File: src/rtl/clock_pkg.sv
// Shared definitions for the time-keeping and set-mode logic.
//   mode_t       : controller state, also driven out as the 2-bit mode code
//   *_MAX        : last legal value of each time field
//   cnt_width()  : bit width for a counter that holds 0..n-1
package clock_pkg;

    localparam int CLK_FREQ_HZ = 50_000_000;

    typedef enum logic [1:0] {
        MODE_RUN      = 2'd0,
        MODE_SET_HOUR = 2'd1,
        MODE_SET_MIN  = 2'd2
    } mode_t;

    localparam logic [4:0] HOUR_MAX = 5'd23;
    localparam logic [5:0] MIN_MAX  = 6'd59;
    localparam logic [5:0] SEC_MAX  = 6'd59;

    function automatic int cnt_width(input int n);
        return (n > 1) ? $clog2(n) : 1;
    endfunction

endpackage

File: src/rtl/time_set_controller_if.sv
// Signal bundle between the time/set controller and its environment.
//   tick_1hz, key_mode_n, key_inc_n : stimulus into the controller
//   hour, min, sec                  : binary time fields
//   mode                            : 0 RUN, 1 SET_HOUR, 2 SET_MIN
//   blank_hr, blank_min             : per-field blanking for the display stage
// master = environment side, slave = controller side.
interface time_set_controller_if;

    logic       tick_1hz;
    logic       key_mode_n;
    logic       key_inc_n;
    logic [4:0] hour;
    logic [5:0] min;
    logic [5:0] sec;
    logic [1:0] mode;
    logic       blank_hr;
    logic       blank_min;

    modport master (
        output tick_1hz, key_mode_n, key_inc_n,
        input  hour, min, sec, mode, blank_hr, blank_min
    );

    modport slave (
        input  tick_1hz, key_mode_n, key_inc_n,
        output hour, min, sec, mode, blank_hr, blank_min
    );

endinterface

File: src/rtl/key_debounce.sv
// Push-button conditioner: 2-flop synchronizer, debounce counter, press pulse.
//   clk, rst : clock and async active-high reset
//   key_n    : raw active-low button
//   pressed  : debounced level, 1 = held
//   press    : one-cycle pulse on debounced released->pressed
module key_debounce
    import clock_pkg::*;
#(
    parameter int DEBOUNCE_CYCLES = 1_000_000
) (
    input  logic clk,
    input  logic rst,
    input  logic key_n,
    output logic pressed,
    output logic press
);

    localparam int             CW       = cnt_width(DEBOUNCE_CYCLES);
    localparam logic [CW-1:0]  CNT_LAST = CW'(DEBOUNCE_CYCLES - 1);

    logic          sync_a;
    logic          sync_b;
    logic          armed;
    logic          level;
    logic          sample;
    logic [CW-1:0] cnt;

    // A key held through reset must be seen released once before it can
    // register, so the synchronizer resets to "pressed" and the debouncer only
    // accepts a pressed sample after a released one has been observed.
    assign sample = sync_b & armed;

    always_ff @(posedge clk or posedge rst) begin
        if (rst) begin
            sync_a  <= 1'b1;
            sync_b  <= 1'b1;
            armed   <= 1'b0;
            level   <= 1'b0;
            cnt     <= '0;
            pressed <= 1'b0;
            press   <= 1'b0;
        end else begin
            sync_a <= ~key_n;
            sync_b <= sync_a;
            if (!sync_b) begin
                armed <= 1'b1;
            end
            if (sample == level) begin
                cnt <= '0;
            end else if (cnt == CNT_LAST) begin
                cnt   <= '0;
                level <= sample;
            end else begin
                cnt <= cnt + 1'b1;
            end
            pressed <= level;
            press   <= level & ~pressed;
        end
    end

endmodule

File: src/rtl/time_set_controller.sv
// 24-hour time keeper with two-button set mode, auto-repeat and field blink.
//   CLOCK_50 : system clock
//   rst      : async active-high reset
//   bus      : tick/keys in, hour/min/sec/mode/blank flags out (all registered)
module time_set_controller
    import clock_pkg::*;
#(
    parameter int DEBOUNCE_CYCLES     = 1_000_000,
    parameter int REPEAT_DELAY_CYCLES = 25_000_000,
    parameter int REPEAT_RATE_CYCLES  = 5_000_000,
    parameter int BLINK_HALF_CYCLES   = 12_500_000
) (
    input  logic                  CLOCK_50,
    input  logic                  rst,
    time_set_controller_if.slave  bus
);

    localparam int RPT_SPAN = (REPEAT_DELAY_CYCLES > REPEAT_RATE_CYCLES) ?
                              REPEAT_DELAY_CYCLES : REPEAT_RATE_CYCLES;
    localparam int RW = cnt_width(RPT_SPAN);
    localparam int BW = cnt_width(BLINK_HALF_CYCLES);
    localparam logic [RW-1:0] RPT_DELAY_LAST = RW'(REPEAT_DELAY_CYCLES - 1);
    localparam logic [RW-1:0] RPT_RATE_LAST  = RW'(REPEAT_RATE_CYCLES - 1);
    localparam logic [BW-1:0] BLINK_LAST     = BW'(BLINK_HALF_CYCLES - 1);

    logic          mode_press;
    logic          unused_mode_held;
    logic          inc_press;
    logic          inc_held;
    logic          rpt_pulse;
    logic          inc_evt;
    logic [RW-1:0] rpt_cnt;

    mode_t         state_q, state_next;
    logic [4:0]    hour_q, hour_next;
    logic [5:0]    min_q, min_next;
    logic [5:0]    sec_q, sec_next;
    logic [BW-1:0] blink_cnt_q, blink_cnt_next;
    logic          phase_q, phase_next;
    logic          blank_hr_q, blank_min_q;

    key_debounce #(.DEBOUNCE_CYCLES(DEBOUNCE_CYCLES)) u_key_mode (
        .clk     (CLOCK_50),
        .rst     (rst),
        .key_n   (bus.key_mode_n),
        .pressed (unused_mode_held),
        .press   (mode_press)
    );

    key_debounce #(.DEBOUNCE_CYCLES(DEBOUNCE_CYCLES)) u_key_inc (
        .clk     (CLOCK_50),
        .rst     (rst),
        .key_n   (bus.key_inc_n),
        .pressed (inc_held),
        .press   (inc_press)
    );

    // Hold timer: loaded on press, fires when it reaches zero, then reloads
    // with the repeat period for as long as the key stays held.
    always_ff @(posedge CLOCK_50 or posedge rst) begin
        if (rst) begin
            rpt_cnt <= '0;
        end else if (!inc_held) begin
            rpt_cnt <= '0;
        end else if (inc_press) begin
            rpt_cnt <= RPT_DELAY_LAST;
        end else if (rpt_cnt == '0) begin
            rpt_cnt <= RPT_RATE_LAST;
        end else begin
            rpt_cnt <= rpt_cnt - 1'b1;
        end
    end

    assign rpt_pulse = inc_held & ~inc_press & (rpt_cnt == '0);
    assign inc_evt   = inc_press | rpt_pulse;

    always_comb begin
        state_next     = state_q;
        hour_next      = hour_q;
        min_next       = min_q;
        sec_next       = sec_q;
        blink_cnt_next = blink_cnt_q;
        phase_next     = phase_q;

        // A mode press always takes priority: any tick or inc in the same
        // cycle is dropped.
        case (state_q)
            MODE_RUN: begin
                if (mode_press) begin
                    state_next = MODE_SET_HOUR;
                end else if (bus.tick_1hz) begin
                    if (sec_q == SEC_MAX) begin
                        sec_next = '0;
                        if (min_q == MIN_MAX) begin
                            min_next  = '0;
                            hour_next = (hour_q == HOUR_MAX) ? '0 : hour_q + 1'b1;
                        end else begin
                            min_next = min_q + 1'b1;
                        end
                    end else begin
                        sec_next = sec_q + 1'b1;
                    end
                end
            end
            MODE_SET_HOUR: begin
                if (mode_press) begin
                    state_next = MODE_SET_MIN;
                end else if (inc_evt) begin
                    hour_next = (hour_q == HOUR_MAX) ? '0 : hour_q + 1'b1;
                end
            end
            MODE_SET_MIN: begin
                if (mode_press) begin
                    state_next = MODE_RUN;
                    sec_next   = '0;
                end else if (inc_evt) begin
                    min_next = (min_q == MIN_MAX) ? '0 : min_q + 1'b1;
                end
            end
            default: begin
                state_next = MODE_RUN;
            end
        endcase

        // Edited field is shown solid on entry and right after every inc.
        if (state_next == MODE_RUN) begin
            blink_cnt_next = '0;
            phase_next     = 1'b0;
        end else if ((state_next != state_q) || inc_evt) begin
            blink_cnt_next = BLINK_LAST;
            phase_next     = 1'b0;
        end else if (blink_cnt_q == '0) begin
            blink_cnt_next = BLINK_LAST;
            phase_next     = ~phase_q;
        end else begin
            blink_cnt_next = blink_cnt_q - 1'b1;
        end
    end

    always_ff @(posedge CLOCK_50 or posedge rst) begin
        if (rst) begin
            state_q     <= MODE_RUN;
            hour_q      <= '0;
            min_q       <= '0;
            sec_q       <= '0;
            blink_cnt_q <= '0;
            phase_q     <= 1'b0;
            blank_hr_q  <= 1'b0;
            blank_min_q <= 1'b0;
        end else begin
            state_q     <= state_next;
            hour_q      <= hour_next;
            min_q       <= min_next;
            sec_q       <= sec_next;
            blink_cnt_q <= blink_cnt_next;
            phase_q     <= phase_next;
            blank_hr_q  <= (state_next == MODE_SET_HOUR) & phase_next;
            blank_min_q <= (state_next == MODE_SET_MIN) & phase_next;
        end
    end

    assign bus.hour      = hour_q;
    assign bus.min       = min_q;
    assign bus.sec       = sec_q;
    assign bus.mode      = state_q;
    assign bus.blank_hr  = blank_hr_q;
    assign bus.blank_min = blank_min_q;

endmodule

File: src/flat_wrapper.sv
// flat-port wrapper written by rule: the top's interface ports become plain ports
module time_set_controller_flat import clock_pkg::*;
#(
    parameter int DEBOUNCE_CYCLES     = 1_000_000,
    parameter int REPEAT_DELAY_CYCLES = 25_000_000,
    parameter int REPEAT_RATE_CYCLES  = 5_000_000,
    parameter int BLINK_HALF_CYCLES   = 12_500_000
)
  (CLOCK_50, rst, bus_tick_1hz, bus_key_mode_n, bus_key_inc_n, bus_hour, bus_min, bus_sec, bus_mode, bus_blank_hr, bus_blank_min);
  time_set_controller_if bus_i ();
  input  logic CLOCK_50;
  input  logic rst;
  input wire logic [$bits(bus_i.tick_1hz)-1:0] bus_tick_1hz;
  input wire logic [$bits(bus_i.key_mode_n)-1:0] bus_key_mode_n;
  input wire logic [$bits(bus_i.key_inc_n)-1:0] bus_key_inc_n;
  output wire logic [$bits(bus_i.hour)-1:0] bus_hour;
  output wire logic [$bits(bus_i.min)-1:0] bus_min;
  output wire logic [$bits(bus_i.sec)-1:0] bus_sec;
  output wire logic [$bits(bus_i.mode)-1:0] bus_mode;
  output wire logic [$bits(bus_i.blank_hr)-1:0] bus_blank_hr;
  output wire logic [$bits(bus_i.blank_min)-1:0] bus_blank_min;
  assign bus_i.tick_1hz = bus_tick_1hz;
  assign bus_i.key_mode_n = bus_key_mode_n;
  assign bus_i.key_inc_n = bus_key_inc_n;
  assign bus_hour = bus_i.hour;
  assign bus_min = bus_i.min;
  assign bus_sec = bus_i.sec;
  assign bus_mode = bus_i.mode;
  assign bus_blank_hr = bus_i.blank_hr;
  assign bus_blank_min = bus_i.blank_min;
  time_set_controller #(.DEBOUNCE_CYCLES(DEBOUNCE_CYCLES), .REPEAT_DELAY_CYCLES(REPEAT_DELAY_CYCLES), .REPEAT_RATE_CYCLES(REPEAT_RATE_CYCLES), .BLINK_HALF_CYCLES(BLINK_HALF_CYCLES)) u_core (.CLOCK_50(CLOCK_50), .rst(rst), .bus(bus_i));
endmodule
File: config.mk
export PLATFORM = sky130hd
export DESIGN_NAME = time_set_controller_flat
export DESIGN_NICKNAME = d
export VERILOG_FILES = /design/src/rtl/clock_pkg.sv /design/src/rtl/time_set_controller_if.sv /design/src/rtl/key_debounce.sv /design/src/rtl/time_set_controller.sv /design/src/flat_wrapper.sv
export SDC_FILE = /design/constraint.sdc
export NUM_CORES = 1
export LEC_CHECK = 0
export ABC_AREA = 1
export CAP_MARGIN = 20
export CORE_AREA = 2 2 119 121
export CTS_BUF_LIST = sky130_fd_sc_hd__clkbuf_2 sky130_fd_sc_hd__clkbuf_4 sky130_fd_sc_hd__clkbuf_8
export CTS_CLUSTER_DIAMETER = 200
export DETAILED_ROUTE_END_ITERATION = 8
export DIE_AREA = 0 0 121 123
export PLACE_DENSITY = 0.66
export SLEW_MARGIN = 15
export SYNTH_ARGS = -nofsm -noshare
export SYNTH_HDL_FRONTEND = slang
export SYNTH_SLANG_ARGS = --single-unit
File: constraint.sdc
create_clock -name CLOCK_50 -period 6.65 [get_ports CLOCK_50]
set_input_delay 1.33 -clock CLOCK_50 [delete_from_list [all_inputs] [get_ports CLOCK_50]]
set_output_delay 1.33 -clock CLOCK_50 [all_outputs]
set_load 0.03 [all_outputs]
* Yosys cells after proc, flatten, opt, wreduce, memory -nomap -nowiden
Index checks and enable logic that the tools add are counted.
Widths: inputs -> output; s select.
** Word-level totals
- Bits in registers :: 123
- Bits in latches :: 0
- Bits in writable memories :: 0
- Bits in read-only memories :: 0
- Bits of input ports :: 5
- Output and inout port bits :: 21
- Word-level logic and storage cells :: 117
- Memories kept :: 0
** Operators by class
- Add/sub/neg operators :: 7
- Multiply operators :: 0
- Div/mod/pow operators :: 0
- Magnitude comparators :: 0
- Equality and inequality tests :: 21
- Shifts and indexed selects :: 0
- Multiplexer cells :: 37
- Bitwise gates (word level) :: 17
- Reductions and logical operators :: 12
** Operators by type and width (number)
- $mux 20 :: 4
- $mux 25 :: 3
- $mux 24 :: 3
- $mux 6 :: 10
- $add 20x1->20 const B :: 2
- $eq 20x20->1 const B :: 2
- $mux 5 :: 7
- $logic_not 25->1 :: 1
- $sub 25x1->25 const B :: 1
- $logic_not 24->1 :: 1
- $pmux 6 s2 :: 2
- $sub 24x1->24 const B :: 1
- $add 6x1->6 const B :: 2
- $eq 6x6->1 const B :: 2
- $ne 2x2->1 const B :: 5
- $pmux 5 s2 :: 1
- $and 1x1->1 :: 8
- $ne 2x1->1 const B :: 4
- $not 1->1 :: 8
- $reduce_and 7->1 :: 1
- $mux 2 :: 3
- $pmux 2 s3 :: 1
- $reduce_and 6->1 :: 1
- $add 5x1->5 const B :: 1
- 12 further kinds :: 20

* Longest topological paths before layout
- Depth after elaboration :: 8
- Gate-level depth with buffers :: 13

* Hierarchy
A second synthesis with hierarchy kept.
** Unflattened totals
- Cell total of the unflattened synthesis :: 885
- Area, all modules :: 6942.9 um^2
** Modules (own cells, without submodules)
- time_set_controller :: times used 1, cells each 559, area each 4227.8 um^2, sequential area each 1776.7 um^2
- key_debounce :: times used 2, cells each 163, area each 1357.6 um^2, sequential area each 653.1 um^2

* Worst setup path after synthesis
No wires, ideal clock.
- Path type :: input -> register
- From :: input port bus_tick_1hz
- To :: register u_core.sec_q[3], in the netlist u_core.bus.sec[3]
- Arrival time :: 2.111 ns
- Data required time :: 6.527 ns
- Setup slack :: 4.416 ns
- Cell stages on the path :: 6
- Path buffers :: 0
- Path through :: or2_2 -> nand4_1 -> inv_1 -> nand2_1 -> nand2_1 -> nor3b_1
** Between the ends
- Word-level cells in the longest chain between the ends :: 2
** RTL lines
- start, declared :: RTL line flat_wrapper.sv:13 : input wire logic [$bits(bus_i.tick_1hz)-1:0] bus_tick_1hz;
- $ne 2x2->1 (no source line)
- $reduce_and 4->1 (no source line)
- end signal, assigned :: RTL line time_set_controller.sv:154 : sec_q <= sec_next;
- end, declared :: RTL line time_set_controller.sv:37 : logic [5:0] sec_q, sec_next;
No other way between the ends.
A chain may end at the register's enable or synchronous reset.

* Final worst setup path
- From :: register u_core.state_q[0], in the netlist u_core.bus.mode[0]
- To :: output port bus_mode[0]
** RTL lines
- start, declared :: RTL line time_set_controller.sv:34 : mode_t state_q, state_next;
- start signal, assigned :: RTL line time_set_controller.sv:151 : state_q <= state_next;
- end, declared :: RTL line flat_wrapper.sv:19 : output wire logic [$bits(bus_i.mode)-1:0] bus_mode;
No word-level cell between the ends.

==> qor.yml <==
status: "finished, final reports clean"
startpoint_type: "flop"
required_ns: 5.32
fin_ws_ns: 3.73
syn-mean-instance-area_sq_um: 7.74
fin_crit_ns: 2.92
fin_nets: 914
dieWidth_um: 121
intPower_w: 0.00130
dp_slack_ns: 3.45
row_count: 43
via_per_inst: 4.96
initial_utilization: 0.491
p_comb_frac: 0.086
drv_cap: 0
first_iter_violations: 390
cts_resized: 0
synth_cell_types: 41
skew_ns: 0.0157
cts.sinks: 123
routed_wl_um: 13100
hold_viol: 0
n_antenna_cell: 0
path_depth: 1
ir_worst_vdd_mv: 0.144
cp_num_buf_inv: 1
pin_count: 26
finalSetupTns_ns: 0
core_area_sq_um: 13600
track_usage: 0.192
synthArstFlopShare: 1.00
switchingPower_w: 0.000394
yosysMostFrequentCell: "nor2_1"
clkPwrFrac: 0.448
yosysTopAreaCell: "dfrtp_1"
synth-edff-count: 0
path_cells: "clkdlybuf4s50_1"
numPortBuffers: 25
rrSetupSlack_ns: 4.59
reg2reg_depth: 7
relSlewSlack: 0.435
synth_common_cells: "nor2_1, nand2_1, dfrtp_1"
grt_start_max_net_pins: 72
antenna_left: 0
synth_top_area_frac: 0.446
critPathSlowestCell: "clkdlybuf4s50_1"
hold_start: "u_core.u_key_mode.sync_a"
crit_family: "buffers and inverters"
clk_path_buf_depth: 2
timing.rr.start: "u_core.blink_cnt_q[8]"
r2r-end: "u_core.bus.blank_min"
cts_tree: "yes"
p_leak_nw: 3.90
syn_nets: 876
timing.final.crit_share: 0.439
htree_levels: 4
first_pass_iters: 5
max_clock_freq_mhz: 342
syn_to_final_growth_pct: 13.6
ys_seq_area_frac: 0.461
p_per_area_nw_per_um2: 223
fin_area_sq_um: 7590
cts_buffers: 17
grt_overflow: 0
synthCells: 863
grt_pass1_vias: 4989
switching_share: 0.232
ys_ff_latch: 123
wl_per_cell_um: 12.0
slew_viol_final: 0
dp_hpwl_um: 9420
critPathMaxFanout: 5
rsz0062_at_grt: "false"
yosys_warnings: 0
synth_flop_cell: "dfrtp_1"
slowest_delay_ns: 0.71
crit_end: "bus_mode[0]"
post_cts_buffers: 0
placed_area_sq_um: 7120
ctsHoldBuffers: 0
drc: 0
clk_latency_ns: 0.44
seqPwrFrac: 0.467
vias: 5427
worstHoldPathType: "flop to flop"
worstMarginPinSlew_ns: 0.847
crit_type: "flop to primary output"
setup_viol: 0
fp.dieH_um: 123
routabilityCongestion: 0.833
synthTopCellsByArea: "dfrtp_1, nor2_1, nand2_1"
crit_start: "u_core.bus.mode[0]"
cp-end-kind: "primary output"
cp.arrival_ns: 1.59
clk_pin_slew_ns: 0.07
antenna_found_initial: 0
power.total_w: 0.00170
drive_gt1_frac: 0.0897
netlist_area_sq_um: 6680
grt_pass1_wl_um: 22800
clock_tree.root_cell: "clkbuf_8"
die_area_sq_um: 14900
## stage by stage
step / hold slack (ns) / util / cells
6_report: 0.354 / 0.557 / 1094
3_5_place_dp: 0.347 / 0.523 / 1062
5_1_grt: 0.355 / 0.557 / 1094
2_1_floorplan: 0.345 / - / 863
4_1_cts: 0.355 / 0.557 / 1094
3_3_place_gp: 0.347 / 0.523 / 1062
## flip-flops by register name, summed over array words and instances, names as in the netlist, 2 cells and up
| register | count |
|---|---|
| u_core.bus.min | 6 |
| u_core.bus.hour | 5 |
| u_core.rpt_cnt | 25 |
| u_core.bus.sec | 6 |
| u_core.u_key_inc.cnt | 20 |
| u_core.blink_cnt_q | 24 |
| u_core.u_key_mode.cnt | 20 |
| u_core.bus.mode | 2 |
## placed cells by master, fill, tap and decap left out, types with 2 or more instances in the layout
master and n:
bufinv_16 4, clkbuf_4 4, xnor2_1 11, nor4_1 5, nand2_1 159, nand4_1 13, ha_1 8, nor3_1 44
nor3_2 3, nor3b_2 3, dfrtp_1 119, a31oi_1 2, o31ai_1 2, dfstp_2 4, or2_2 8, nor3_4 2
nand3b_1 3, xor2_1 27, nor2_1 165, nand2_2 6, o21ai_1 6, nor3b_1 2, nand3_1 66, nand3_2 2
nand2_4 4, nor2_2 11, clkbuf_8 22, o21ai_0 21, o21bai_1 5, clkdlybuf4s50_1 25, nor2_4 3, inv_1 111
a21oi_1 31
## cells by family (layout without fill, tap and decap cells)
kind of cell | after synthesis | count (layout) | share of synthesized area
XOR/XNOR | 38 | 38 | 0.0498
flip-flops | 123 | 123 | 0.461
AND/OR/NAND/NOR | 501 | 501 | 0.344
adder cells (fa/ha/maj) | 8 | 8 | 0.0150
buffers and inverters | 121 | 172 | 0.0708
AO/OA/AOI/OAI | 72 | 72 | 0.0590
## how the worst min path moves through the flow
stage                                          end  slack, ns  depth (start not counted)
after floorplan            u_core.u_key_inc.sync_b       0.35                          0
after global placement    u_core.u_key_mode.sync_b       0.35                          0
after detailed placement  u_core.u_key_mode.sync_b       0.35                          0
after CTS                  u_core.u_key_inc.sync_b       0.35                          0
after global routing       u_core.u_key_inc.sync_b       0.35                          0
final                     u_core.u_key_mode.sync_b       0.35                          0
## power groups by stage
stage               combinational [W]  sequential (W)  clock, W
CTS                          0.000148        0.000792  0.000781
detailed placement           0.000148        0.000806         0
finish                       0.000145        0.000792  0.000759
global placement             0.000146        0.000805         0
floorplan                   0.0000582        0.000838         0
global route                 0.000162        0.000794  0.000807
## layer usage
metal	track usage	wire, um
met1	0.256	6440
met2	0.308	6130
met3	0.0443	403
met4	0.0698	159
met5	0	0
## area by class of cell
cell class	instances	area [sq um]
Fill cell	1254	6020
Multi-Input combinational cell	619	3130
Sequential cell	123	3080
Inverter	114	430
Clock buffer	26	333
Timing Repair Buffer	26	258
Tap cell	180	225
Clock inverter	6	134
Power figures use the tool's default switching activity.
